[config.mk]
export PLATFORM = sky130hd
export DESIGN_NAME = line_column_sum24
export DESIGN_NICKNAME = d
export VERILOG_FILES = /design/src/rtl/line_column_sum24.sv
export SDC_FILE = /design/constraint.sdc
export NUM_CORES = 1
export LEC_CHECK = 0
export ABC_AREA = 0
export CELL_PAD_IN_SITES_DETAIL_PLACEMENT = 1
export CELL_PAD_IN_SITES_GLOBAL_PLACEMENT = 2
export CORE_AREA = 2 2 259 185
export CTS_CLUSTER_SIZE = 40
export DETAILED_ROUTE_END_ITERATION = 6
export DIE_AREA = 0 0 261 187
export PLACE_DENSITY = 0.8
export SETUP_SLACK_MARGIN = 0.2
export SKIP_CTS_REPAIR_TIMING = 1
export SYNTH_ARGS = -nofsm -noshare
export SYNTH_HDL_FRONTEND = slang
export SYNTH_SLANG_ARGS = --single-unit
export TNS_END_PERCENT = 1
[constraint.sdc]
create_clock -name clock -period 3.2 [get_ports clock]
set_clock_uncertainty 0.05 [all_clocks]
set_input_delay 0.64 -clock clock [delete_from_list [all_inputs] [get_ports clock]]
set_output_delay 0.64 -clock clock [all_outputs]
set_load 0.03 [all_outputs]
[src/rtl/line_column_sum24.sv]
// line_column_sum24: vertical NUM_TAPS-row column accumulator placed behind the line buffer.
// Forwards the pixel stream into the line buffer, tags every pixel with frame coordinates,
// reduces the aligned taps through a pipelined adder tree, and emits sum, mean, tag and flags.
// Optional build macro: COLSUM_ZERO_FILL_EN zeroes taps that lie above row 0 of the current frame.
// The adder tree is 4-tap groups followed by two equal halves, so NUM_TAPS must be a multiple of 8.
module line_column_sum24 #(
    parameter int unsigned WIDTH       = 8,
    parameter int unsigned NUM_TAPS    = 24,
    parameter int unsigned LINE_WIDTH  = 800,
    parameter int unsigned FRAME_LINES = 600,
    localparam int unsigned SUM_W      = $clog2(NUM_TAPS * ((1 << WIDTH) - 1) + 1),
    localparam int unsigned XY_W       = 10
) (
    input  logic                      clock,
    input  logic                      reset_n,
    input  logic                      in_valid,
    input  logic                      in_sof,
    input  logic [WIDTH-1:0]          in_pixel,
    output logic                      lb_clken,
    output logic [WIDTH-1:0]          lb_shiftin,
    input  logic [NUM_TAPS*WIDTH-1:0] lb_taps,
    output logic                      out_valid,
    output logic [SUM_W-1:0]          out_sum,
    output logic [WIDTH-1:0]          out_mean,
    output logic [XY_W-1:0]           out_x,
    output logic [XY_W-1:0]           out_y,
    output logic                      out_full,
    output logic                      out_frame_done
);

    localparam int unsigned PIX_MAX = (1 << WIDTH) - 1;
    localparam int unsigned G1_TAPS = 4;
    localparam int unsigned G1_N    = NUM_TAPS / G1_TAPS;
    localparam int unsigned G2_N    = 2;
    localparam int unsigned G2_IN   = G1_N / G2_N;
    localparam int unsigned P1_W    = $clog2(G1_TAPS * PIX_MAX + 1);
    localparam int unsigned P2_W    = $clog2(G1_TAPS * G2_IN * PIX_MAX + 1);

    localparam logic [XY_W-1:0] LAST_X = XY_W'(LINE_WIDTH - 1);
    localparam logic [XY_W-1:0] LAST_Y = XY_W'(FRAME_LINES - 1);
    localparam logic [XY_W-1:0] FULL_Y = XY_W'(NUM_TAPS);

    // coordinate counter and the tag of the pixel presented this cycle
    logic [XY_W-1:0] x_q, y_q;
    logic [XY_W-1:0] tag_x, tag_y, next_x, next_y;

    // S0: tag stage
    logic            s0_valid, s0_full, s0_last;
    logic [XY_W-1:0] s0_x, s0_y;

    // S1: six 4-tap partial sums
    logic [WIDTH-1:0] tap  [NUM_TAPS];
    logic [P1_W-1:0]  p1_d [G1_N];
    logic [P1_W-1:0]  s1_p [G1_N];
    logic             s1_valid, s1_full, s1_last;
    logic [XY_W-1:0]  s1_x, s1_y;

    // S2: two partial sums of three groups each
    logic [P2_W-1:0]  p2_d [G2_N];
    logic [P2_W-1:0]  s2_p [G2_N];
    logic             s2_valid, s2_full, s2_last;
    logic [XY_W-1:0]  s2_x, s2_y;

    // S3 final sum and mean, registered in the output stage
    logic [SUM_W-1:0] sum_d;
    logic [WIDTH-1:0] mean_d;

    // zero-latency pass-through into the line buffer
    assign lb_clken   = in_valid;
    assign lb_shiftin = in_pixel;

    // tag selection (sof restarts at the origin) and next counter position
    always_comb begin
        tag_x  = in_sof ? '0 : x_q;
        tag_y  = in_sof ? '0 : y_q;
        next_x = tag_x + XY_W'(1);
        next_y = tag_y;
        if (tag_x == LAST_X) begin
            next_x = '0;
            next_y = (tag_y == LAST_Y) ? '0 : tag_y + XY_W'(1);
        end
    end

    // coordinate counter, advances only on accepted pixels
    always_ff @(posedge clock or negedge reset_n) begin
        if (!reset_n) begin
            x_q <= '0;
            y_q <= '0;
        end else if (in_valid) begin
            x_q <= next_x;
            y_q <= next_y;
        end
    end

    // S0 register: valid, tag and per-pixel flags
    always_ff @(posedge clock or negedge reset_n) begin
        if (!reset_n) begin
            s0_valid <= 1'b0;
            s0_x     <= '0;
            s0_y     <= '0;
            s0_full  <= 1'b0;
            s0_last  <= 1'b0;
        end else begin
            s0_valid <= in_valid;
            if (in_valid) begin
                s0_x    <= tag_x;
                s0_y    <= tag_y;
                s0_full <= (tag_y >= FULL_Y);
                s0_last <= (tag_x == LAST_X) && (tag_y == LAST_Y);
            end
        end
    end

    // unpack taps (optionally masking rows above the frame start) and form 4-tap sums
    always_comb begin
        for (int k = 0; k < NUM_TAPS; k++) begin
            tap[k] = lb_taps[k*WIDTH +: WIDTH];
`ifdef COLSUM_ZERO_FILL_EN
            if (XY_W'(k) >= s0_y) tap[k] = '0;
`endif
        end
        for (int g = 0; g < G1_N; g++) begin
            p1_d[g] = '0;
            for (int i = 0; i < G1_TAPS; i++) begin
                p1_d[g] = p1_d[g] + P1_W'(tap[g*G1_TAPS + i]);
            end
        end
    end

    // S1 register: partial sums and forwarded tag
    always_ff @(posedge clock or negedge reset_n) begin
        if (!reset_n) begin
            s1_valid <= 1'b0;
            s1_x     <= '0;
            s1_y     <= '0;
            s1_full  <= 1'b0;
            s1_last  <= 1'b0;
            for (int g = 0; g < G1_N; g++) s1_p[g] <= '0;
        end else begin
            s1_valid <= s0_valid;
            if (s0_valid) begin
                s1_x    <= s0_x;
                s1_y    <= s0_y;
                s1_full <= s0_full;
                s1_last <= s0_last;
                for (int g = 0; g < G1_N; g++) s1_p[g] <= p1_d[g];
            end
        end
    end

    // second tree level: each half adds G2_IN first-level sums
    always_comb begin
        for (int h = 0; h < G2_N; h++) begin
            p2_d[h] = '0;
            for (int i = 0; i < G2_IN; i++) begin
                p2_d[h] = p2_d[h] + P2_W'(s1_p[h*G2_IN + i]);
            end
        end
    end

    // S2 register: half sums and forwarded tag
    always_ff @(posedge clock or negedge reset_n) begin
        if (!reset_n) begin
            s2_valid <= 1'b0;
            s2_x     <= '0;
            s2_y     <= '0;
            s2_full  <= 1'b0;
            s2_last  <= 1'b0;
            for (int h = 0; h < G2_N; h++) s2_p[h] <= '0;
        end else begin
            s2_valid <= s1_valid;
            if (s1_valid) begin
                s2_x    <= s1_x;
                s2_y    <= s1_y;
                s2_full <= s1_full;
                s2_last <= s1_last;
                for (int h = 0; h < G2_N; h++) s2_p[h] <= p2_d[h];
            end
        end
    end

    // final sum and exact floor mean (constant divisor)
    always_comb begin
        sum_d  = SUM_W'(s2_p[0]) + SUM_W'(s2_p[1]);
        mean_d = WIDTH'(sum_d / SUM_W'(NUM_TAPS));
    end

    // output register: data holds while idle, frame-done is a qualified pulse
    always_ff @(posedge clock or negedge reset_n) begin
        if (!reset_n) begin
            out_valid      <= 1'b0;
            out_sum        <= '0;
            out_mean       <= '0;
            out_x          <= '0;
            out_y          <= '0;
            out_full       <= 1'b0;
            out_frame_done <= 1'b0;
        end else begin
            out_valid      <= s2_valid;
            out_frame_done <= s2_valid & s2_last;
            if (s2_valid) begin
                out_sum  <= sum_d;
                out_mean <= mean_d;
                out_x    <= s2_x;
                out_y    <= s2_y;
                out_full <= s2_full;
            end
        end
    end

endmodule

* After elaboration in Yosys (flattened, before gate mapping)
Cells that the tools add are included.
Storage, ports and cells: bits of input ports 204, flip-flop bits (word level) 217, word-level logic and storage cells 68, output and inout port bits 53
Operators by class: div/mod/pow operators 1, order comparisons 1, reductions and logical operators 1, $add $sub $neg 25, equal/unequal tests 2, bitwise logic cells 1, muxes and demuxes 5
Operator list (number):
- $add A10 B8 Y10 | 6
- $add A9 B8 Y10 | 6
- $add A8 B8 Y9 | 6
- $mux W10 | 5
- $add A11 B10 Y12 | 2
- $add A10 B10 Y11 | 2
- $add A10 B1 Y10 const B | 2
- $eq A10 B10 Y1 const B | 2
- $add A12 B12 Y13 | 1
- $div A13 B5 Y13 const B | 1
- $ge A10 B5 Y1 const B | 1
- $and A1 B1 Y1 | 1
- $logic_and A1 B1 Y1 | 1

* Longest topological paths before layout
Gate-level depths: netlist (run 1).
depth after elaboration 4, mapped depth 17, mapped depth without buffers 15

* Worst setup path after synthesis (run 1)
OpenSTA, ideal clock, no wires.
path kind reg-to-reg, start point register s2_p[0] in the netlist's numbering, end point register out_mean[0], path buffers 1, arrival time 3.340 ns, data required time 3.016 ns, cell stages (with the launch flop) 15, setup time 0.134 ns, clock period less this slack 3.525 ns, path slack -0.325 ns, cell sequence dfrtp_1 > ha_1 > fa_1 > a211oi_1 > o21ai_1 > a31o_4 > a21oi_1 > nor2_1 > o41a_2 > nand4_2 > buf_6 > mux2i_1 > o221ai_1 > a211oi_1 > o22ai_1
On the way: cells in the longest elaborated chain, start to end 2
Ends and longest elaborated chain:
- from (decl) | line 60 | logic [P2_W-1:0] s2_p [G2_N];
- $add A12 B12 Y13 | line 184 | sum_d = SUM_W'(s2_p[0]) + SUM_W'(s2_p[1]);
- $div A13 B5 Y13 | line 185 | mean_d = WIDTH'(sum_d / SUM_W'(NUM_TAPS));
- to (signal assigned) | line 203 | out_mean <= mean_d;
- to (decl) | line 24 | output logic [WIDTH-1:0] out_mean,
Every way passes these cells. A chain may end at the register's enable or synchronous reset.

* Final worst setup path (run 1)
start point register s2_p[1] in the netlist's numbering, end point register out_mean[0]
Same word-level chain as after synthesis.

==> metrics.cfg, run 1 <==
[grt]
grt_overflow = 0
antenna_found_initial = 0
grt_use_total_pct = 15.7
grt_pass1_wl_mm = 63.2
grt_pass1_vias = 12454
grt_max_degree = 64

[setup_path]
timing.rr.start = s2_p[1]
path_depth = 15
worst_setup_path_start_kind = flip-flop
slowest_stage = o41a_2
timing.rr.end = out_mean[0]
crit_chain = ha_1, a211o_1, buf_4, a21o_1, a21boi_2, o31ai_2, xor2_1, buf_4, o41a_2, nand4_4, buf_12, mux2i_2, o221ai_1, a211oi_2, o22ai_1
worstSetupStartpoint = s2_p[1]
crit_required_ns = 3.55
crit_path_end = out_mean[0]
path_max_fanout = 17
crit_type = flip-flop to flip-flop
r2r_slack_ns = -0.57
critical-path-top-delay-family = compound AO/OA/AOI/OAI gates
reg2regPathDepth = 15
arrival_ns = 4.13
critPathCaptureType = flip-flop
crit_buf_inv = 3
cpMostUsedCell = buf_4
max_stage_delay_ns = 0.52

[final_layout]
top_register = s1_p
final_common_cell = clkdlybuf4s50_1
largest_reg_flops = 60
drive_gt1_share_pct = 26.0
finalNetCount = 2055
nFillCells = 4999
final_cell_mix = 221 x clkdlybuf4s50_1, 213 x dfrtp_1, 160 x buf_4
diodes = 0
reg.largest.list = s1_p x60, s2_p x24, out_sum x13
area_delta_synth_final_pct = 37.5

[run_status]
status = finished, violations left
violations = setup timing

[logic_synthesis]
ys_async_sr_fraction_pct = 100
synth-edff-count = 0
yosysUniqueCellTypes = 71
syn_area_um2 = 14700
ys_seq_elements = 217
yosysWarningCount = 0
ys_seq_area_share_pct = 37.0
ys.flop_type = dfrtp_1
synthCells = 1266
avgSynthCellArea_um2 = 11.6
syn-num-nets = 1676

[clocking]
clock_sinks = 217
htree_levels = 1
cts_buffer_depth = 3
clk_pin_slew_ns = 0.06
cts_root_buf = clkbuf_16
cts_tree = done
cts_made_buffers = 24
clk_latency_ns = 0.55

[timing]
fmaxAchievable_mhz = 265
finalSetupViolCount = 14
period_needed_ns = 3.77
rsz0062_at_grt = true
setup_tns_ns = -2.36
worst_pin_slew_ns = 0.810
relSlewSlack_pct = 46.0
setup_slack_ns = -0.575
slew_violations = 0
hold_viol = 0
fin_crit_sh_pct = 118

[die]
core_um2 = 46800
dieWidth_um = 261
die_h_um = 187
pin_count = 257
dieArea_um2 = 48800
start_util_pct = 31.4
num_rows = 67

[drt]
num_vias = 10937
drc = 0
vias_per_cell = 4.79
drtIter0Drc = 380
first_pass_iters = 4
wl_per_cell_um = 16.4
routed_wl_mm = 37.4
drtAntennaViolNets = 0

[flow_run]
maxCapViolations = 0

[min_path]
hp-class = flip-flop to flip-flop

[power_and_ir_drop]
peakVddDrop_mv = 0.851
power.density_nw_per_um2 = 1300
p_leak_uw = 0.00911

[placed_design]
gp_congestion = 0.834
dp_hpwl_mm = 29.8
io_buffers = 240
post-place-ws_ns = -0.872

[per-layer routing]
layer  global-route usage, %  up-vias  share of wire (%)
li1                        -     5172                  -
met1                    21.1     5545                 46
met2                    26.8      179                 48
met3                    2.56       41                4.3
met4                    2.73        0                1.7
met5                       0        -                  0
[stage by stage]
stage          hold WS [ns]  utilization, %  total power [uW]  area, um^2  instances
5_1_grt               0.466            43.1             28600       20200       2284
2_1_floorplan         0.294               -             15300       14700       1266
4_1_cts             -0.0239            42.3             24800       19800       2274
6_report              0.443            43.1             26200       20200       2284
3_5_place_dp          0.425            40.3             21400       18900       2230
3_3_place_gp          0.417            40.3             20900       18900       2230
[kinds of logic (layout without fill, tap and decap cells)]
logic type	after synthesis	after routing	synth area share, %
and+or+nand+nor	207	207	6.84
muxes	163	163	12.4
buffers and inverters	136	533	3.99
xor gates and xnor gates	67	67	4.28
DFF	217	217	37.0
adders and majority gates	206	206	23.7
AOI/OAI and AO/OA	270	270	11.9
[worst min-delay path: stages, from the launching register on]
cell and delay (ns):
dfrtp_1 0.35, nand2_1 0.05, o31ai_1 0.06
[synth_stat cells (2+ instances only)]
master	n	area share, %
xnor2_2	3	0.33
dfrtp_1	217	37
buf_4	11	0.56
mux2_2	145	11
buf_2	3	0.10
a31oi_1	5	0.21
xor2_1	26	1.6
o21ai_0	59	2.0
nand4_1	7	0.30
o41ai_1	2	0.12
a211o_1	2	0.12
nand3_1	19	0.65
xnor2_1	37	2.2
nor2_1	56	1.4
o211ai_1	4	0.20
and2_1	5	0.21
nor3_1	15	0.51
a22o_1	3	0.18
clkbuf_1	29	0.74
nor2b_1	17	0.72
inv_1	80	2.0
o22ai_1	9	0.38
nand3b_1	6	0.31
o2111ai_1	3	0.18
a21o_1	34	1.7
nand4b_1	2	0.12
a21oi_1	78	2.7
and3_1	8	0.34
a21boi_0	2	0.10
fa_1	119	16
a211oi_1	5	0.26
o221ai_1	2	0.12
ha_1	87	7.4
mux2i_1	18	1.2
o21ai_1	5	0.17
nand2_1	52	1.3
buf_1	9	0.23
o21a_1	2	0.10
or3_1	2	0.085
nand2b_1	11	0.47
or2_2	2	0.085
o21bai_1	26	1.3
buf_6	4	0.31
o31ai_1	8	0.41
[worst min-delay path by stage]
stage | from | endpoint | slack [ns] | cells past startpoint
6_report | s0_x[4] | s0_x[4] | 0.44 | 2
5_1_grt | s0_last | s0_last | 0.47 | 1
4_1_cts | reset_n | s0_y[7] | -0.02 | 1
3_5_place_dp | s0_x[4] | s0_x[4] | 0.43 | 2
3_3_place_gp | s0_x[4] | s0_x[4] | 0.42 | 2
2_1_floorplan | reset_n | out_frame_done | 0.29 | 0
[final cells by class]
| type | count | area (um^2) | share of cell area [%] |
|---|---|---|---|
| clock buffer | 30 | 673 | 3.34 |
| inverter | 80 | 300 | 1.49 |
| timing repair buffer | 409 | 3800 | 18.8 |
| sequential | 217 | 5440 | 26.9 |
| tap | 621 | 777 | 3.85 |
| multi-input combinational | 913 | 8930 | 44.3 |
| clock inverter | 14 | 263 | 1.30 |
[power by group]
part           internal [uW]  switching, uW
logic                   9440           9380
registers               3520            596
clock network           1990           1220
No activity file was read; power rests on OpenSTA's default activity.
==> run 2, diff against run 1 <==
- SLEW_MARGIN: unset -> 20
- clock period: 3.2 -> 3.4 ns (I/O delays scaled with it)
==> metrics.cfg, run 2 (synthesized netlist as in run 1, its figures left out) <==
[run_status]
status = finished, violations left
violations = setup timing

[drt]
drtIter0Drc = 313
first_pass_iters = 4
vias_per_cell = 4.79
drc = 0
drtAntennaViolNets = 0
routed_wl_mm = 38.2
num_vias = 10829
wl_per_cell_um = 16.9

[timing]
hold_viol = 0
worst_pin_slew_ns = 0.904
rsz0062_at_grt = true
fmaxAchievable_mhz = 264
finalSetupViolCount = 6
setup_tns_ns = -1.16
slew_violations = 0
relSlewSlack_pct = 39.1
period_needed_ns = 3.78
fin_crit_sh_pct = 111
setup_slack_ns = -0.381

[final_layout]
drive_gt1_share_pct = 24.9
final_cell_mix = 228 x clkdlybuf4s50_1, 214 x dfrtp_1, 145 x mux2_2
fin_util_pct = 42.8
top_register = s1_p
final-instance-count-excl-fill = 2262
area_delta_synth_final_pct = 36.5
finalNetCount = 2033
diodes = 0
final_cell_area_um2 = 20000
reg.largest.list = s1_p x60, s2_p x24, out_sum x13
largest_reg_flops = 60
final_common_cell = clkdlybuf4s50_1

[grt]
grt_overflow = 0
grt_pass1_wl_mm = 63.4
grt_use_total_pct = 15.9
grt_pass1_vias = 12179
antenna_found_initial = 1
grt_max_degree = 87

[die]
start_util_pct = 31.4
pin_count = 257
die_h_um = 187
core_um2 = 46800
num_rows = 67
dieArea_um2 = 48800
dieWidth_um = 261

[setup_path]
crit_required_ns = 3.76
crit_buf_inv = 3
slowest_stage = dfrtp_1
crit_type = flip-flop to flip-flop
arrival_ns = 4.14
path_max_fanout = 6
worst_setup_path_start_kind = flip-flop
critPathCaptureType = flip-flop
crit_chain = ha_4, fa_2, a211oi_4, o21ai_4, a31o_4, buf_4, a21oi_4, o21ai_2, a31oi_1, a32oi_4, buf_6, clkbuf_16, and2_4, mux2i_2, o221ai_2, a211oi_2, o22ai_1
max_stage_delay_ns = 0.41
critical-path-top-delay-family = compound AO/OA/AOI/OAI gates

[power_and_ir_drop]
peakVddDrop_mv = 0.791
power.density_nw_per_um2 = 1240
p_total_uw = 24900
p_leak_uw = 0.00892

[clocking]
clock_sinks = 217
cts_root_buf = clkbuf_16
htree_levels = 1
cts_tree = done
cts_made_buffers = 24
clk_latency_ns = 0.54
cts_buffer_depth = 3
clk_pin_slew_ns = 0.06

[placed_design]
gp_congestion = 0.800
dp_hpwl_mm = 29.9
place_inst = 2205
io_buffers = 240
dpl_cell_area_um2 = 18700

[flow_run]
maxCapViolations = 0

[min_path]
hp-class = flip-flop to flip-flop

[run 2: cell types whose count changed in the layout (fill, tap and decap cells not counted), sizes merged]
| cell | before | now |
|---|---|---|
| clkdlybuf4s50 | 221 | 228 |
| clkinv | 7 | 6 |
| bufinv | 6 | 3 |
| dlymetal6s2s | 17 | 10 |
| buf | 170 | 147 |
| clkbuf | 30 | 35 |
[run 2: path summary, 6_finish.rpt]
check	depth (start not counted)	end	slack, ns	startpoint
min	1	s0_last	0.44	s0_last
max	17	out_mean[0]	-0.38	s2_p[12]
min reg2reg	1	s0_last	0.44	s0_last
max in group asynchronous	3	s2_x[1]	1.88	reset_n
max reg2reg	17	out_mean[0]	-0.38	s2_p[12]
min in group asynchronous	2	s1_p[32]	0.58	reset_n
[run 2: cell type report]
class                           count  area (um^2)
Fill cell                        5047        26800
Multi-Input combinational cell    913         9010
Sequential cell                   217         5440
Timing Repair Buffer              387         3640
Tap cell                          621          777
Clock buffer                       34          698
Inverter                           80          300
Clock inverter                     10          153
[run 2: routing by layer]
metal,track usage [%],up-vias,routed length [um]
li1,-,5128,-
met1,21.9,5521,17700
met2,26.8,148,18600
met3,2.34,32,1260
met4,2.58,0,629
met5,0,-,0
[run 2: per-stage QoR]
stage / setup slack (ns) / hold slack [ns]
final: -0.381 / 0.440
after global routing: -0.509 / 0.460
after CTS: -0.502 / -0.0278
after detailed placement: -0.621 / 0.425
after global placement: -0.531 / 0.422
after floorplan: 0.0176 / 0.334
[run 2: where the power goes]
| group | internal [uW] | leakage [uW] | switching (uW) |
|---|---|---|---|
| combinational | 9120 | 0.00574 | 9080 |
| clock | 1670 | 0.000417 | 1100 |
| sequential | 3310 | 0.00276 | 579 |
| total | 14100 | 0.00892 | 10800 |
==> run 3, diff against run 2 <==
- CORE_AREA: 2 2 259 185 -> 2 2 218 220
- DIE_AREA: 0 0 261 187 -> 0 0 220 222
- TNS_END_PERCENT: 1 -> 20
- clock period: 3.4 -> 3.38 ns (I/O delays scaled with it)
==> metrics.cfg, run 3 (synthesized netlist as in run 1, its figures left out) <==
[power_and_ir_drop]
p_comb_share_pct = 73.8
p_total_uw = 25300
switching_share_pct = 44.0
p_int_uw = 14200
power_frac_clock_pct = 11.0
power.density_nw_per_um2 = 1250
peakVddDrop_mv = 1.33
seqPwrFrac_pct = 15.1
p_leak_uw = 0.00912
switching_power_uw = 11100

[die]
core_um2 = 46300
num_rows = 79
dieWidth_um = 220
pin_count = 257
die_h_um = 222
dieArea_um2 = 48800
start_util_pct = 31.7

[setup_path]
worst_setup_path_start_kind = flip-flop
critPathCaptureType = flip-flop
crit_type = flip-flop to flip-flop
slowest_stage = dfrtp_1
crit_buf_inv = 2
cpMostUsedCell = buf_6
max_stage_delay_ns = 0.44
crit_required_ns = 3.74
crit_chain = ha_2, fa_2, a21o_1, a221oi_4, a21oi_4, xor2_4, buf_6, xnor2_4, o211ai_4, buf_6, a32oi_4, nor2_2, mux2i_2, o221ai_2, a211oi_2, o22ai_1
critical-path-top-delay-family = compound AO/OA/AOI/OAI gates
path_max_fanout = 5
arrival_ns = 4.20

[clocking]
clock_sinks = 217
clk_pin_slew_ns = 0.06
cts_made_buffers = 26
cts_buffer_depth = 3
clk_latency_ns = 0.55
cts_tree = done
cts_root_buf = clkbuf_16
htree_levels = 1

[drt]
first_pass_iters = 4
num_vias = 10969
drtIter0Drc = 452
wl_per_cell_um = 17.2
drtAntennaViolNets = 0
routed_wl_mm = 39.0
drc = 0
vias_per_cell = 4.84

[final_layout]
fin_util_pct = 43.8
diodes = 0
reg.largest.list = s1_p x60, s2_p x24, out_sum x13
final_common_cell = dfrtp_1
finalNetCount = 2049
final_cell_mix = 213 x dfrtp_1, 211 x clkdlybuf4s50_1, 149 x buf_4
drive_gt1_share_pct = 27.8
top_register = s1_p
area_delta_synth_final_pct = 37.9
largest_reg_flops = 60
final-instance-count-excl-fill = 2266

[run_status]
status = finished, violations left
violations = setup timing

[flow_run]
maxCapViolations = 0

[timing]
fmaxAchievable_mhz = 260
relSlewSlack_pct = 47.3
setup_slack_ns = -0.466
rsz0062_at_grt = true
worst_pin_slew_ns = 0.782
finalSetupViolCount = 5
period_needed_ns = 3.85
hold_viol = 0
fin_crit_sh_pct = 114
whs_ns = 0.0376
slew_violations = 0

[placed_design]
gp_congestion = 0.835
post-place-ws_ns = -0.722
place_inst = 2207
dp_hpwl_mm = 30.4
io_buffers = 240

[grt]
grt_pass1_vias = 12437
grt_pass1_wl_mm = 63.0
antenna_found_initial = 1
grt_overflow = 0
grt_max_degree = 76
grt_use_total_pct = 15.9

[min_path]
hp-class = primary input to asynchronous set/reset pin

run 3: power by group through the flow:
stage                     sequential [uW]  clock, uW  combinational, uW
after floorplan                      3990          0              10500
after global placement               3870          0              15600
after detailed placement             3900          0              16100
after CTS                            3850       2900              16200
after global routing                 3940       3000              20500
final                                3830       2790              18700
run 3: final timing paths:
path	from	to	slack, ns	cells past startpoint
max	s2_p[0]	out_mean[0]	-0.47	16
min	reset_n	s1_p[0]	0.04	1
max reg2reg	s2_p[0]	out_mean[0]	-0.47	16
min reg2reg	s0_last	s0_last	0.43	1
max in group asynchronous	reset_n	s2_y[8]	2.48	2
min in group clock	s0_last	s0_last	0.43	1
run 3: routing by layer:
metal / vias up / global-route usage, % / routed length, um / part of all wire [%]
li1: 5158 / - / - / -
met1: 5647 / 18.6 / 15500 / 40
met2: 120 / 30.4 / 21700 / 56
met3: 42 / 2.46 / 1130 / 2.9
met4: 2 / 2.55 / 605 / 1.6
met5: - / 0 / 9 / 0.023
run 3: area by class of cell:
class | count | area (um^2)
fillers | 5023 | 26000
multi-input cells | 914 | 9170
flip-flops and latches | 217 | 5440
repair buffers | 400 | 3730
well taps | 607 | 759
clock buffers | 37 | 722
inverters | 80 | 300
clock inverters | 11 | 121
run 3: through the flow:
stage / area (um^2) / setup TNS [ns]
3_5_place_dp: 18800 / -19.35
2_1_floorplan: 14700 / 0
5_1_grt: 20200 / -2.39
3_3_place_gp: 18800 / -17.10
6_report: 20200 / -1.52
4_1_cts: 19600 / -3.39
run 3: worst register-to-register path, delay by kind of cell, from the launching register on:
kind / cells / cell delay, ns
muxes: 1 / 0.19
buffers and inverters: 2 / 0.29
and+or+nand+nor: 1 / 0.08
xor gates and xnor gates: 2 / 0.44
adders and majority gates: 2 / 0.61
AOI/OAI and AO/OA: 8 / 1.62
DFF: 1 / 0.44
